## src/rtl/ad7760_emu.sv

```systemverilog
// AD7760 parallel-bus device emulator: fixed-rate 24-bit ramp, drdy_n handshake,
// two-word frame reads over DB[15:0], and CTRL1/CTRL2 writes with register read-back.
module ad7760_emu #(
  parameter int          DECIM = 32,
  parameter logic [23:0] STEP  = 24'd1,
  parameter logic [23:0] INIT  = 24'd0
) (
  input  logic        mclk,
  input  logic        rst,
  input  logic        rest_n,
  input  logic        cs_n,
  input  logic        r_n_w,
  input  logic [15:0] db_in,
  output logic [15:0] db_out,
  output logic        db_oe,
  output logic        drdy_n,
  output logic        ovr
);
  localparam int CW = $clog2(DECIM);

  typedef enum logic [1:0] {IDLE, RD, WR} state_t;

  state_t        state_q, state_d;
  logic [CW-1:0] cnt_q, cnt_d;
  logic [23:0]   sample_q, sample_d;
  logic [31:0]   ol_q, ol_d;
  logic          pend_v_q, pend_v_d;
  logic [23:0]   pend_q, pend_d;
  logic          ptr_q, ptr_d;
  logic          ovr_q, ovr_d;
  logic          drdy_n_q, drdy_n_d;
  logic [15:0]   db_out_q, db_out_d;
  logic          db_oe_q, db_oe_d;
  logic          cs_q, cs_d, cs_qq, cs_qq_d, rnw_q, rnw_d;
  logic [15:0]   ctrl1_q, ctrl1_d, ctrl2_q, ctrl2_d;
  logic          wphase_q, wphase_d;
  logic [7:0]    waddr_q, waddr_d;
  logic          arm_q, arm_d;
  logic [7:0]    rbaddr_q, rbaddr_d;

  logic        pd, tick, fall, rise, can_load, load;
  logic [23:0] new_s, load_val;
  logic [15:0] rb_data;

  always_comb begin
    state_d  = state_q;   cnt_d    = cnt_q;    sample_d = sample_q;
    ol_d     = ol_q;      pend_v_d = pend_v_q; pend_d   = pend_q;
    ptr_d    = ptr_q;     ovr_d    = ovr_q;    drdy_n_d = drdy_n_q;
    ctrl1_d  = ctrl1_q;   ctrl2_d  = ctrl2_q;  wphase_d = wphase_q;
    waddr_d  = waddr_q;   arm_d    = arm_q;    rbaddr_d = rbaddr_q;
    cs_d     = cs_n;      cs_qq_d  = cs_q;     rnw_d    = r_n_w;
    load     = 1'b0;      load_val = pend_q;

    pd    = ctrl2_q[0];
    tick  = !pd && (cnt_q == CW'(DECIM - 1));
    new_s = sample_q + STEP;
    fall  = cs_qq && !cs_q;
    rise  = !cs_qq && cs_q;

    if (!pd) cnt_d = tick ? '0 : cnt_q + 1'b1;
    if (tick) sample_d = new_s;

    // OL must stay stable for the whole frame; samples landing mid-frame wait in the slot
    can_load = (state_q == IDLE) && !ptr_q && !fall;
    if (tick) begin
      if (can_load) begin
        load = 1'b1; load_val = new_s; pend_v_d = 1'b0;
      end else begin
        pend_v_d = 1'b1; pend_d = new_s;
      end
    end else if (pend_v_q && can_load) begin
      load = 1'b1; pend_v_d = 1'b0;
    end

    if (load) begin
      ol_d     = {load_val, 1'b1, ovr_q | !drdy_n_q, 6'b0};
      ovr_d    = ovr_q | !drdy_n_q;
      drdy_n_d = 1'b0;
    end

    case (rbaddr_q)
      8'd1:    rb_data = ctrl1_q;
      8'd2:    rb_data = ctrl2_q;
      default: rb_data = 16'h0000;
    endcase

    case (state_q)
      IDLE: if (fall) begin
        state_d = rnw_q ? RD : WR;
        if (rnw_q && !ptr_q && !arm_q) drdy_n_d = 1'b1;
      end
      RD: if (rise) begin
        state_d = IDLE;
        if (arm_q) arm_d = 1'b0;
        else begin
          ptr_d = !ptr_q;
          if (ptr_q) ovr_d = 1'b0;
        end
      end
      WR: if (rise) begin
        state_d = IDLE;
        if (!wphase_q) begin
          if (db_in[15]) begin
            arm_d = 1'b1; rbaddr_d = db_in[7:0];
          end else begin
            wphase_d = 1'b1; waddr_d = db_in[7:0];
          end
        end else begin
          wphase_d = 1'b0;
          if (waddr_q == 8'd1) ctrl1_d = db_in;
          if (waddr_q == 8'd2) ctrl2_d = db_in;
        end
      end
      default: state_d = IDLE;
    endcase

    if (pd) drdy_n_d = 1'b1;

    db_oe_d  = (state_q == RD);
    db_out_d = 16'h0000;
    if (state_q == RD) db_out_d = arm_q ? rb_data : (ptr_q ? ol_q[15:0] : ol_q[31:16]);

    // chip reset from the controller lands on the next edge; cs history is cleared so
    // a cs_n already low at release needs a fresh high-low cycle
    if (!rest_n) begin
      state_d  = IDLE;  cnt_d    = '0;    sample_d = INIT;   ol_d     = '0;
      pend_v_d = 1'b0;  pend_d   = '0;    ptr_d    = 1'b0;   ovr_d    = 1'b0;
      drdy_n_d = 1'b1;  db_out_d = '0;    db_oe_d  = 1'b0;   cs_d     = 1'b0;
      cs_qq_d  = 1'b0;  rnw_d    = 1'b0;  ctrl1_d  = '0;     ctrl2_d  = '0;
      wphase_d = 1'b0;  waddr_d  = '0;    arm_d    = 1'b0;   rbaddr_d = '0;
    end
  end

  always_ff @(posedge mclk or posedge rst) begin
    if (rst) begin
      state_q  <= IDLE;  cnt_q    <= '0;    sample_q <= INIT;   ol_q     <= '0;
      pend_v_q <= 1'b0;  pend_q   <= '0;    ptr_q    <= 1'b0;   ovr_q    <= 1'b0;
      drdy_n_q <= 1'b1;  db_out_q <= '0;    db_oe_q  <= 1'b0;   cs_q     <= 1'b0;
      cs_qq    <= 1'b0;  rnw_q    <= 1'b0;  ctrl1_q  <= '0;     ctrl2_q  <= '0;
      wphase_q <= 1'b0;  waddr_q  <= '0;    arm_q    <= 1'b0;   rbaddr_q <= '0;
    end else begin
      state_q  <= state_d;  cnt_q    <= cnt_d;    sample_q <= sample_d; ol_q     <= ol_d;
      pend_v_q <= pend_v_d; pend_q   <= pend_d;   ptr_q    <= ptr_d;    ovr_q    <= ovr_d;
      drdy_n_q <= drdy_n_d; db_out_q <= db_out_d; db_oe_q  <= db_oe_d;  cs_q     <= cs_d;
      cs_qq    <= cs_qq_d;  rnw_q    <= rnw_d;    ctrl1_q  <= ctrl1_d;  ctrl2_q  <= ctrl2_d;
      wphase_q <= wphase_d; waddr_q  <= waddr_d;  arm_q    <= arm_d;    rbaddr_q <= rbaddr_d;
    end
  end

  assign db_out = db_out_q;
  assign db_oe  = db_oe_q;
  assign drdy_n = drdy_n_q;
  assign ovr    = ovr_q;
endmodule

```

## config.mk

```make
export PLATFORM = sky130hd
export DESIGN_NAME = ad7760_emu
export DESIGN_NICKNAME = d
export VERILOG_FILES = /design/src/rtl/ad7760_emu.sv
export SDC_FILE = /design/constraint.sdc
export NUM_CORES = 1
export LEC_CHECK = 0
export ABC_CLOCK_PERIOD_IN_PS = 7480
export BUFFER_PORTS_ARGS = -buffer_cell sky130_fd_sc_hd__buf_4
export CORE_UTILIZATION = 62
export CTS_CLUSTER_DIAMETER = 60
export CTS_CLUSTER_SIZE = 16
export DETAILED_ROUTE_END_ITERATION = 8
export PLACE_DENSITY = 0.89
export SLEW_MARGIN = 10
export SYNTH_ARGS = -nofsm -noshare
export SYNTH_HDL_FRONTEND = slang
export SYNTH_SLANG_ARGS = --single-unit
```

## constraint.sdc

```tcl
create_clock -name mclk -period 7.48 [get_ports mclk]
set_input_delay 1.496 -clock mclk [delete_from_list [all_inputs] [get_ports mclk]]
set_output_delay 1.496 -clock mclk [all_outputs]
set_load 0.05 [all_outputs]
```

Yosys cells after proc, flatten, opt, wreduce, memory -nomap -nowiden
Cells that the tools add are included.

Register bits after elaboration: 161. Bits in latches: 0. RAM bits: 0. Bits in read-only memories: 0. Input bits: 21. Memories: 0.

Add/sub/neg operators: 2. Multipliers: 0. Divide/modulo/power cells: 0. Order comparisons: 0. Eq/ne operators: 29. Shifts and indexed selects: 0. Multiplexer cells: 80. Bitwise gates (word level): 1. Reduce and logical (&&, ||, !) cells: 26.

Operators by type and width (count): $mux W16 (14); $mux W24 (7); $mux W8 (10); $mux W32 (2); $mux W1 (37); $pmux W16 S2 (1); $add A24 B1 Y24 const B (1); $ne A2 B1 Y1 const B (9); $eq A8 B1 Y1 const B (2); $eq A8 B2 Y1 const B (2); $reduce_and A4 Y1 (4); $mux W5 (3); $ne A3 B3 Y1 const B (5); $ne A2 B2 Y1 const B (5); $logic_and A1 B1 Y1 (8); $mux W2 (4); $logic_not A1 Y1 (7); $ne A3 B1 Y1 const B (2); $reduce_and A2 Y1 (3); $add A5 B1 Y5 const B (1); $eq A5 B5 Y1 const B (1); $reduce_and A5 Y1 (1); $pmux W2 S2 (1); $ne A3 B2 Y1 const B (1); other kinds (7) (7).

Depth between registers and ports, before layout
Gate-level depths: netlist (run 1).

Depth after elaboration: 13. Mapped depth: 10. Mapped depth without buffers: 7.

Worst setup path after synthesis (run 1)
OpenSTA, ideal clock, no wires.

Path type: in2reg. Start: in rest_n. End: reg pend_q[5]. Arrival: 2753 ps. Slack: 4661 ps. Stages: 6. Buffers on the path: 2. Path through: clkinv_1 > a211oi_1 > clkbuf_1 > clkbuf_1 > o21ai_0 > nand2_1.

Word-level cells in the longest chain between the ends: 2. Elaborated cells between the ends (all ways): 4.

RTL lines: start, declared (RTL line 10) `input logic rest_n,`; $ne A2 B2 Y1 (no source line) / $ne A2 B1 Y1 (equally long branches); $reduce_and A2 Y1 (no source line); end signal, assigned (RTL line 143) `pend_v_q <= pend_v_d; pend_q <= pend_d; ptr_q <= ptr_d; ovr_q <= ovr_d;`; end, declared (RTL line 28) `logic [23:0] pend_q, pend_d;`.

Parallel ways exist; a longest one is shown, timed or not. A chain may end at the register's enable or synchronous reset.

Final worst setup path (run 1)
Start: in rest_n. End: reg ol_q[20].

Word-level cells in the longest chain between the ends: 1. Elaborated cells between the ends (all ways): 2.

RTL lines: $ne A2 B1 Y1 (no source line) / $mux W32 (equally long branches); end signal, assigned (RTL line 142) `state_q <= state_d; cnt_q <= cnt_d; sample_q <= sample_d; ol_q <= ol_d;`; end, declared (RTL line 26) `logic [31:0] ol_q, ol_d;`.

Parallel ways exist; a longest one is shown, timed or not.

==> key figures, run 1 <==
Worst setup path
  – Crit path buf inv count: 3
  – Critical Path RT: 7840 ps
  – Critical path's most frequent cell: buf_4
  – CP endpoint kind: register
  – Critical R2R Launch: cnt_q[0]
  – Worst path depth: 6
  – CP delay by family, top: compound AO/OA/AOI/OAI gates
  – Worst setup SP type: input port
  – CP Max Fanout: 63
  – CP Class: in2reg
  – CP max stage cell: a2111oi_1
  – Worst Reg-to-Reg Cells: 8
  – CP max stage delay: 920 ps
  – Worst EP arrival: 3860 ps
  – Cell Chain, Critical Path: buf_4 > inv_2 > buf_4 > a2111oi_1 > o21ai_0 > o2bb2ai_1
  – Crit path launch: rest_n

Clock network
  – Clk slew on worst S/H paths: 60 ps
  – H-tree depth: 4
  – Clock Path Buffers: 2
  – Clk sinks: 155
  – Postcts setup bufs: 0
  – # hold bufs at CTS: 0
  – CTS tree: yes
  – CTS Root Cell: clkbuf_16
  – CTS resizes: 0
  – Clock latency on the worst-skew pair: 440 ps
  – Total CTS buffers: 17

Timing
  – Worst-margin pin slew: 1280 ps
  – Worst slew margin: 14.2%
  – Fmax: 285 MHz
  – Tcrit/Tclk final: 46.9%
  – Fin Setup TNS: 0 ps
  – RSZ-0062 raised after global routing: no
  – Endpoints failing setup: 0
  – Clock skew: 6.86 ps
  – Tmin final: 3510 ps
  – Max-slew violation count: 0
  – Hold Vio Cnt, Final: 0

Yosys
  – Synth warn: 0
  – Syn nets: 821
  – Register area share after synthesis: 49.3%
  – Synth area leader: dfrtp_1
  – Number of synthesized flops with an enable pin: 0
  – Ys async rst share: 100%
  – Yosys top cell area share: 49.0%
  – FF+latch count, synth: 155
  – Synth Area per Inst: 9.90 um2
  – Cell area after synthesis: 7860 um2
  – Synth top cells by count: dfrtp_1, nor2_1, mux2i_1, nand2_1
  – Top FF cell, synth: dfrtp_1
  – Top cells by area, synth: dfrtp_1, mux2i_1, nor2_1
  – Cells after Synth: 794
  – Distinct cells, synth: 65
  – Top-count cell post-synth: dfrtp_1

Floorplanning
  – Die width: 115 um
  – Core area: 12200 um2
  – Io pins: 40
  – Initial Util: 64.7%
  – Die height: 115 um
  – Die Footprint: 13100 um2
  – Site row count: 40

Layout
  – Final core utilization: 72.7%
  – Synth-to-layout area growth: 12.5%
  – Layout cells sized above 1: 11.7%
  – Ant. Diodes: 0
  – FF+latch area: 3880 um2
  – Layout Nets: 827
  – Multi-input gate area: 3650 um2
  – Fillcell total: 825

Drt
  – Drt total wl: 21.4 mm
  – Via count: 6860
  – Routed WL per cell: 21.8 um
  – Post-DRT Antenna Nets: 0
  – Vias per inst: 6.99
  – DRC: 0
  – Starting DRT DRC Count: 845
  – 1st-pass router iterations: 7

Flow run
  – Max-cap violation count: 0

Hold path
  – HP Start: ol_q[8]
  – WHS Path Cells: 1
  – HP Class: reg2reg

Placed design
  – GPL Wtd Cong: 0.855
  – Dpl hpwl: 13.3 mm
  – # port buffers: 39

GRT
  – Initial antenna violation count: 0
  – Vias in the first global route: 6690
  – GRT Total Usage: 34.6%
  – First-pass GRT wire length: 34.2 mm
  – Largest net degree at the start of global routing: 80
  – GRT Residual Overflow: 0

Power and ir drop
  – Pwr dens: 210 nW/um2
  – Lkg Pwr: 0.00411 uW
  – Peak supply drop: 0.163 mV

Status
  – Status: complete, no violations
-- final timing paths --
check | endpoint | slack [ps]
setup / recovery | ol_q[20] | 3970
hold / removal | ol_q[8] | 490
setup reg to reg | ol_q[6] | 4330
hold reg to reg | ol_q[8] | 490
max in group asynchronous | pend_q[10] | 4860
min in group asynchronous | ctrl2_q[8] | 1180
-- cell usage in the layout (no fill, tap or decap), drive strengths merged, types with 4 or more instances in the layout --
cell       n
dfrtp    154
nor2      83
buf       48
mux2i     46
nand2     46
o21ai     43
a21oi     38
nand3     34
a22o      24
inv       24
clkbuf    21
nor4      16
nor3      16
or4       15
nand4     15
o2bb2ai   13
xnor2     13
or3       10
o31ai     10
a221oi    10
a221o      8
nor3b      7
nor2b      7
o211ai     6
and2       6
xor2       6
o32ai      6
o211a      6
ha         6
nand3b     5
clkinv     5
nand2b     4
and3       4
a32o       4
o2111a     4
bufinv     4
nor4b      4
-- cells by family (layout without fill, tap and decap cells) --
logic type	Yosys count	after routing	synth area share, %
AO/OA/AOI/OAI	197	197	18.1
XOR/XNOR	19	19	2.12
adder cells (fa/ha/maj)	6	6	0.955
buffers and inverters	86	105	4.33
flip-flops	155	155	49.3
multiplexers	49	49	6.29
AND/OR/NAND/NOR	282	282	18.9
-- flip-flops by register name (all words and copies together), names as in the netlist, 8 cells and up --
| name | cells |
|---|---|
| waddr_q | 8 |
| ctrl1_q | 16 |
| ctrl2_q | 16 |
| sample_q | 24 |
| rbaddr_q | 8 |
| pend_q | 24 |
| db_out | 16 |
| ol_q | 26 |
-- power breakdown --
part	internal, uW	switching (uW)	total, uW
registers	845	5.94	851
clock network	583	346	929
logic	18.8	57.7	76.5
total	1450	410	1860
-- area by class of cell --
type	count	area share, %
sequential	155	43.9
multi-input combinational	553	41.3
clock buffer	21	5.32
timing repair buffer	48	4.16
tap	168	2.38
clock inverter	11	1.88
inverter	25	1.12
-- layer usage --
layer / share of wire [%] / vias up / track usage [%]
met5: 0 / - / 0
met4: 3.8 / 0 / 15.9
met3: 9.5 / 81 / 10.1
met2: 48 / 445 / 55.3
met1: 39 / 3379 / 43.5
li1: - / 2955 / -
-- per-stage QoR --
step                power (uW)  setup slack [ps]  hold WS [ps]  area, um2  cells
finish                    1860              3970           492       8840    981
global route              1910              3770           510       8840    981
CTS                       1860              4080           490       8830    980
detailed placement         940              3720           470       8190    948
global placement           936              3820           468       8190    948
floorplan                  911              1810           451       7860    794
(Power assumes the default switching activity.)
==> run 2, diff against run 1 <==
--- a/config.mk
+++ b/config.mk
@@ -5,7 +5,7 @@
 export SDC_FILE = /design/constraint.sdc
 export NUM_CORES = 1
 export LEC_CHECK = 0
-export ABC_CLOCK_PERIOD_IN_PS = 7480
+export ABC_CLOCK_PERIOD_IN_PS = 3350
 export BUFFER_PORTS_ARGS = -buffer_cell sky130_fd_sc_hd__buf_4
 export CORE_UTILIZATION = 62
 export CTS_CLUSTER_DIAMETER = 60
==> constraint.sdc (replaced) <==
create_clock -name mclk -period 3.35 [get_ports mclk]
set_input_delay 0.67 -clock mclk [delete_from_list [all_inputs] [get_ports mclk]]
set_output_delay 0.67 -clock mclk [all_outputs]
set_load 0.05 [all_outputs]
==> run 2 against run 1 <==
  * Non-clock buffer count grew 14
  * Total power grew 110%
  * Clock-buffer cell count shrank 2
  * Worst setup slack lost 3600 ps
  * Sequential power grew 120%
  * Hold slack lost 320 ps
  * Sequential share of layout area shrank 0.11 points
  * Wire length shrank 3.4%
  * Flip-flop and latch count is the same
  * Die area is the same
==> key figures, run 2 (synthesis gave the netlist of run 1 again) <==
Timing
  – Fin Setup TNS: 0 ps
  – Fmax: 337 MHz
  – Worst-margin pin slew: 947 ps
  – Tmin final: 2970 ps
  – RSZ-0062 raised after global routing: no
  – Worst slew margin: 36.4%
  – Hold Vio Cnt, Final: 0
  – Clock skew: 8.17 ps
  – PnR worst setup slack: 378 ps
  – Max-slew violation count: 0
  – Tcrit/Tclk final: 88.7%
  – Endpoints failing setup: 0

Hold path
  – HP Class: in2async

GRT
  – Initial antenna violation count: 0
  – Vias in the first global route: 6827
  – Largest net degree at the start of global routing: 94
  – GRT Residual Overflow: 0
  – GRT Total Usage: 34.3%
  – First-pass GRT wire length: 34.4 mm

Worst setup path
  – Crit path buf inv count: 0
  – Worst EP arrival: 3320 ps
  – CP delay by family, top: simple AND/OR/NAND/NOR gates
  – Worst r2r dst: ol_q[25]
  – CP endpoint kind: register
  – Critical Path RT: 3700 ps
  – Cell Chain, Critical Path: ha_1 > and3_1 > ha_1 > nand2b_1 > a2111oi_0 > or4b_1 > o211ai_1
  – CP Max Fanout: 16
  – CP max stage cell: a2111oi_0
  – Worst Reg-to-Reg Cells: 7
  – CP max stage delay: 720 ps
  – Critical path's most frequent cell: ha_1
  – Worst R2R Setup Slack: 380 ps
  – CP Class: reg2reg
  – Worst setup SP type: register
  – Critical R2R Launch: cnt_q[0]

Drt
  – Via count: 6886
  – Post-DRT Antenna Nets: 0
  – Starting DRT DRC Count: 892
  – 1st-pass router iterations: 5
  – DRC: 0
  – Drt total wl: 20.6 mm
  – Routed WL per cell: 20.7 um
  – Vias per inst: 6.92

Status
  – Status: complete, no violations

Clock network
  – Clock Path Buffers: 2
  – CTS resizes: 0
  – H-tree depth: 4
  – Postcts setup bufs: 0
  – CTS Root Cell: clkbuf_16
  – Clk sinks: 155
  – Clock latency on the worst-skew pair: 440 ps
  – Total CTS buffers: 17
  – # hold bufs at CTS: 0
  – CTS tree: yes
  – Clk slew on worst S/H paths: 60 ps

Layout
  – Ant. Diodes: 0
  – Fillcell total: 807
  – Layout Nets: 841
  – Largest regs: ol_q x26, pend_q x24, sample_q x24
  – Reg with most FFs: ol_q
  – Multi-input gate area: 3650 um2
  – Largest register FFs: 26
  – Commonest non-fill, non-tap cell in the layout: dfrtp_1
  – Layout cells sized above 1: 13.1%
  – FF+latch area: 3880 um2
  – Synth-to-layout area growth: 12.8%
  – Most frequent cells in the layout: dfrtp_1, nor2_1, buf_4

Flow run
  – Max-cap violation count: 0

Placed design
  – DP Worst Slack: 487 ps
  – Dpl hpwl: 13.8 mm
  – GPL Wtd Cong: 0.920
  – # port buffers: 39

Floorplanning
  – Die Footprint: 13100 um2
  – Core area: 12200 um2
  – Io pins: 40
  – Site row count: 40
  – Initial Util: 64.7%
  – Die width: 115 um
  – Die height: 115 um

Power and ir drop
  – Lkg Pwr: 0.00413 uW
  – Total design power: 3880 uW
  – Pwr dens: 438 nW/um2
  – Peak supply drop: 0.359 mV
[run 2: cell types whose count changed in the layout (fill, tap and decap cells not counted), moves of 2 or more]
cell       before  now
buf_4          47   61
bufinv_16       4    1
clkbuf_8        3    0
clkinv_4        1    3
inv_6           1    3
[run 2: through the flow]
stage	std cells	util, %	instance area [um2]	hold slack, ps
final	995	72.9	8870	176
after global routing	995	72.9	8870	190
after CTS	995	72.9	8870	175
after detailed placement	963	68.4	8320	468
after global placement	963	68.4	8320	468
after floorplan	794	-	7870	451
[run 2: power breakdown]
group	switching [uW]	internal, uW	leakage, uW
registers	12.9	1890	0.00215
logic	129	48.0	0.00172
clock network	782	1020	0.000268
total	924	2960	0.00413
[run 2: layout make-up]
class | instances | share of cell area, %
clock buffers | 19 | 4.88
clock inverters | 13 | 1.33
inverters | 25 | 1.10
multi-input cells | 553 | 41.2
flip-flops and latches | 155 | 43.8
well taps | 168 | 2.37
repair buffers | 62 | 5.39
[run 2: worst reg2reg max path: cells and delay by family (launching register included)]
kind                       cells  cell delay [ps]
DFF                            1              430
AOI/OAI and AO/OA              2              820
and+or+nand+nor                3             1110
adders and majority gates      2              530
[run 2: worst max path at each step]
stage,start,endpoint,cells after the start
6_report,cnt_q[0],ol_q[25],7
5_1_grt,cnt_q[0],ol_q[25],7
4_1_cts,cnt_q[0],ol_q[25],7
3_5_place_dp,cnt_q[0],ol_q[25],7
3_3_place_gp,cnt_q[0],ol_q[23],7
2_1_floorplan,rst,arm_q,1
[run 2: layer usage]
layer | track usage [%] | routed length (um) | vias up
met1 | 43.8 | 8020 | 3346
met5 | 0 | 0 | -
met4 | 18.7 | 1010 | 0
met2 | 54.5 | 9820 | 433
li1 | - | - | 2994
met3 | 7.83 | 1780 | 113
==> run 3, diff against run 2 <==
--- a/config.mk
+++ b/config.mk
@@ -7,6 +7,7 @@
 export LEC_CHECK = 0
 export ABC_CLOCK_PERIOD_IN_PS = 3350
 export BUFFER_PORTS_ARGS = -buffer_cell sky130_fd_sc_hd__buf_4
+export CORE_MARGIN = 2
 export CORE_UTILIZATION = 62
 export CTS_CLUSTER_DIAMETER = 60
 export CTS_CLUSTER_SIZE = 16
==> run 3 against run 2 <==
  * Worst setup slack better by 120 ps
  * Clock-buffer cell count down 2
  * Maximum frequency up 4.2%
  * Critical path depth up 2
  * Clock power up 8%
  * Register-to-register slack better by 120 ps
  * Largest power group is now clock
==> key figures, run 3 (synthesis gave the netlist of run 1 again) <==
Status
  – Status: complete, no violations

Clock network
  – Clock latency on the worst-skew pair: 450 ps
  – CTS resizes: 0
  – H-tree depth: 4
  – Postcts setup bufs: 0
  – Clock Path Buffers: 2
  – Clk slew on worst S/H paths: 60 ps
  – Total CTS buffers: 17
  – CTS tree: yes
  – # hold bufs at CTS: 0
  – Clk sinks: 155
  – CTS Root Cell: clkbuf_16

Worst setup path
  – Worst EP arrival: 3180 ps
  – CP max stage cell: dfrtp_1
  – CP delay by family, top: simple AND/OR/NAND/NOR gates
  – CP max stage delay: 430 ps
  – CP endpoint kind: register
  – CP Class: reg2reg
  – Crit path buf inv count: 2
  – Worst setup SP type: register
  – Worst Reg-to-Reg Cells: 9
  – Worst path depth: 9
  – Cell Chain, Critical Path: ha_1 > and3_1 > ha_1 > nand2b_1 > buf_4 > nor3_2 > buf_4 > nand3_1 > a32o_1
  – CP Max Fanout: 24
  – Critical Path RT: 3680 ps

Timing
  – Tcrit/Tclk final: 85.1%
  – Worst slew margin: 32.4%
  – RSZ-0062 raised after global routing: no
  – Max-slew violation count: 0
  – Fmax: 351 MHz
  – Endpoints failing setup: 0
  – Hold Vio Cnt, Final: 0
  – Tmin final: 2850 ps
  – Worst-margin pin slew: 1010 ps
  – Hold Worst Slack: 446 ps
  – Clock skew: 7.99 ps
  – Fin Setup TNS: 0 ps

Flow run
  – Max-cap violation count: 0

Hold path
  – HP Class: in2async

Drt
  – 1st-pass router iterations: 5
  – DRC: 0
  – Vias per inst: 6.82
  – Post-DRT Antenna Nets: 0
  – Starting DRT DRC Count: 1115
  – Via count: 6830
  – Routed WL per cell: 21.0 um
  – Drt total wl: 21.0 mm

GRT
  – First-pass GRT wire length: 34.2 mm
  – GRT Residual Overflow: 0
  – Vias in the first global route: 6694
  – Initial antenna violation count: 0
  – GRT Total Usage: 32.8%
  – Largest net degree at the start of global routing: 156

Power and ir drop
  – Peak supply drop: 0.420 mV
  – Pwr dens: 450 nW/um2
  – Lkg Pwr: 0.00416 uW

Floorplanning
  – Die Footprint: 13600 um2
  – Die width: 117 um
  – Site row count: 41
  – Core area: 12500 um2
  – Die height: 117 um
  – Initial Util: 62.8%
  – Io pins: 40

Layout
  – Ant. Diodes: 0
  – Layout Nets: 843
  – Fillcell total: 893
  – Largest register FFs: 26
  – Synth-to-layout area growth: 13.5%
  – Commonest non-fill, non-tap cell in the layout: dfrtp_1
  – Most frequent cells in the layout: dfrtp_1, nor2_1, buf_4
  – Reg with most FFs: ol_q
  – Layout cells sized above 1: 13.5%
  – Largest regs: ol_q x26, pend_q x24, sample_q x24

Placed design
  – Dpl hpwl: 13.5 mm
  – # port buffers: 39
  – GPL Wtd Cong: 0.907
==> run 3: cell types whose count changed in the layout (fill, tap and decap cells not counted), sizes merged <==
cell	delta
buf	+2
clkbuf	-2
clkinv	-2
clkinvlp	+2
bufinv	+1
inv	+1
==> run 3: path summary, 6_finish.rpt <==
path | start | to | slack (ps)
max in group asynchronous | rst | pend_q[21] | 2290
min in group mclk | r_n_w | rnw_q | 450
worst max-delay path | cnt_q[0] | ol_q[17] | 500
worst min register to register | ol_q[8] | ol_q[8] | 490
worst max register to register | cnt_q[0] | ol_q[17] | 500
worst min-delay path | rst | db_out[10] | 450
==> run 3: worst reg2reg max path, cell delays in order, from the launching register on <==
cell      delay, ps
dfrtp_1         430
ha_1            220
and3_1          170
ha_1            330
nand2b_1        300
buf_4           320
nor3_2          350
buf_4           240
nand3_1          90
a32o_1          280
==> run 3: metrics by stage <==
stage	instance area (um2)	total power (uW)	cells	util [%]	worst slack, ps
2_1_floorplan	7870	2030	794	-	722
3_3_place_gp	8340	2100	969	66.6	755
3_5_place_dp	8340	2110	969	66.6	539
4_1_cts	8930	4020	1001	71.3	529
5_1_grt	8930	4130	1001	71.3	315
6_report	8930	4020	1001	71.3	499
==> run 3: final cells by class <==
class	count	area, um2	area share, %
inverters	25	97.6	1.09
clock buffers	17	425	4.77
well taps	172	215	2.41
multi-input cells	553	3650	40.9
repair buffers	64	493	5.52
flip-flops and latches	155	3880	43.5
clock inverters	15	166	1.86
==> run 3: metal layers <==
layer	part of all wire, %	vias to the layer above	routed length (um)	global-route usage, %
li1	-	2983	-	-
met3	7.6	72	1590	6.95
met1	40	3399	8440	44.6
met4	3.5	0	743	14.1
met5	0	-	0	0
met2	49	376	10200	51.7
==> run 3: where the power goes <==
group	internal, uW	switching (uW)
clock	1110	837
sequential	1890	13.6
combinational	47.3	128
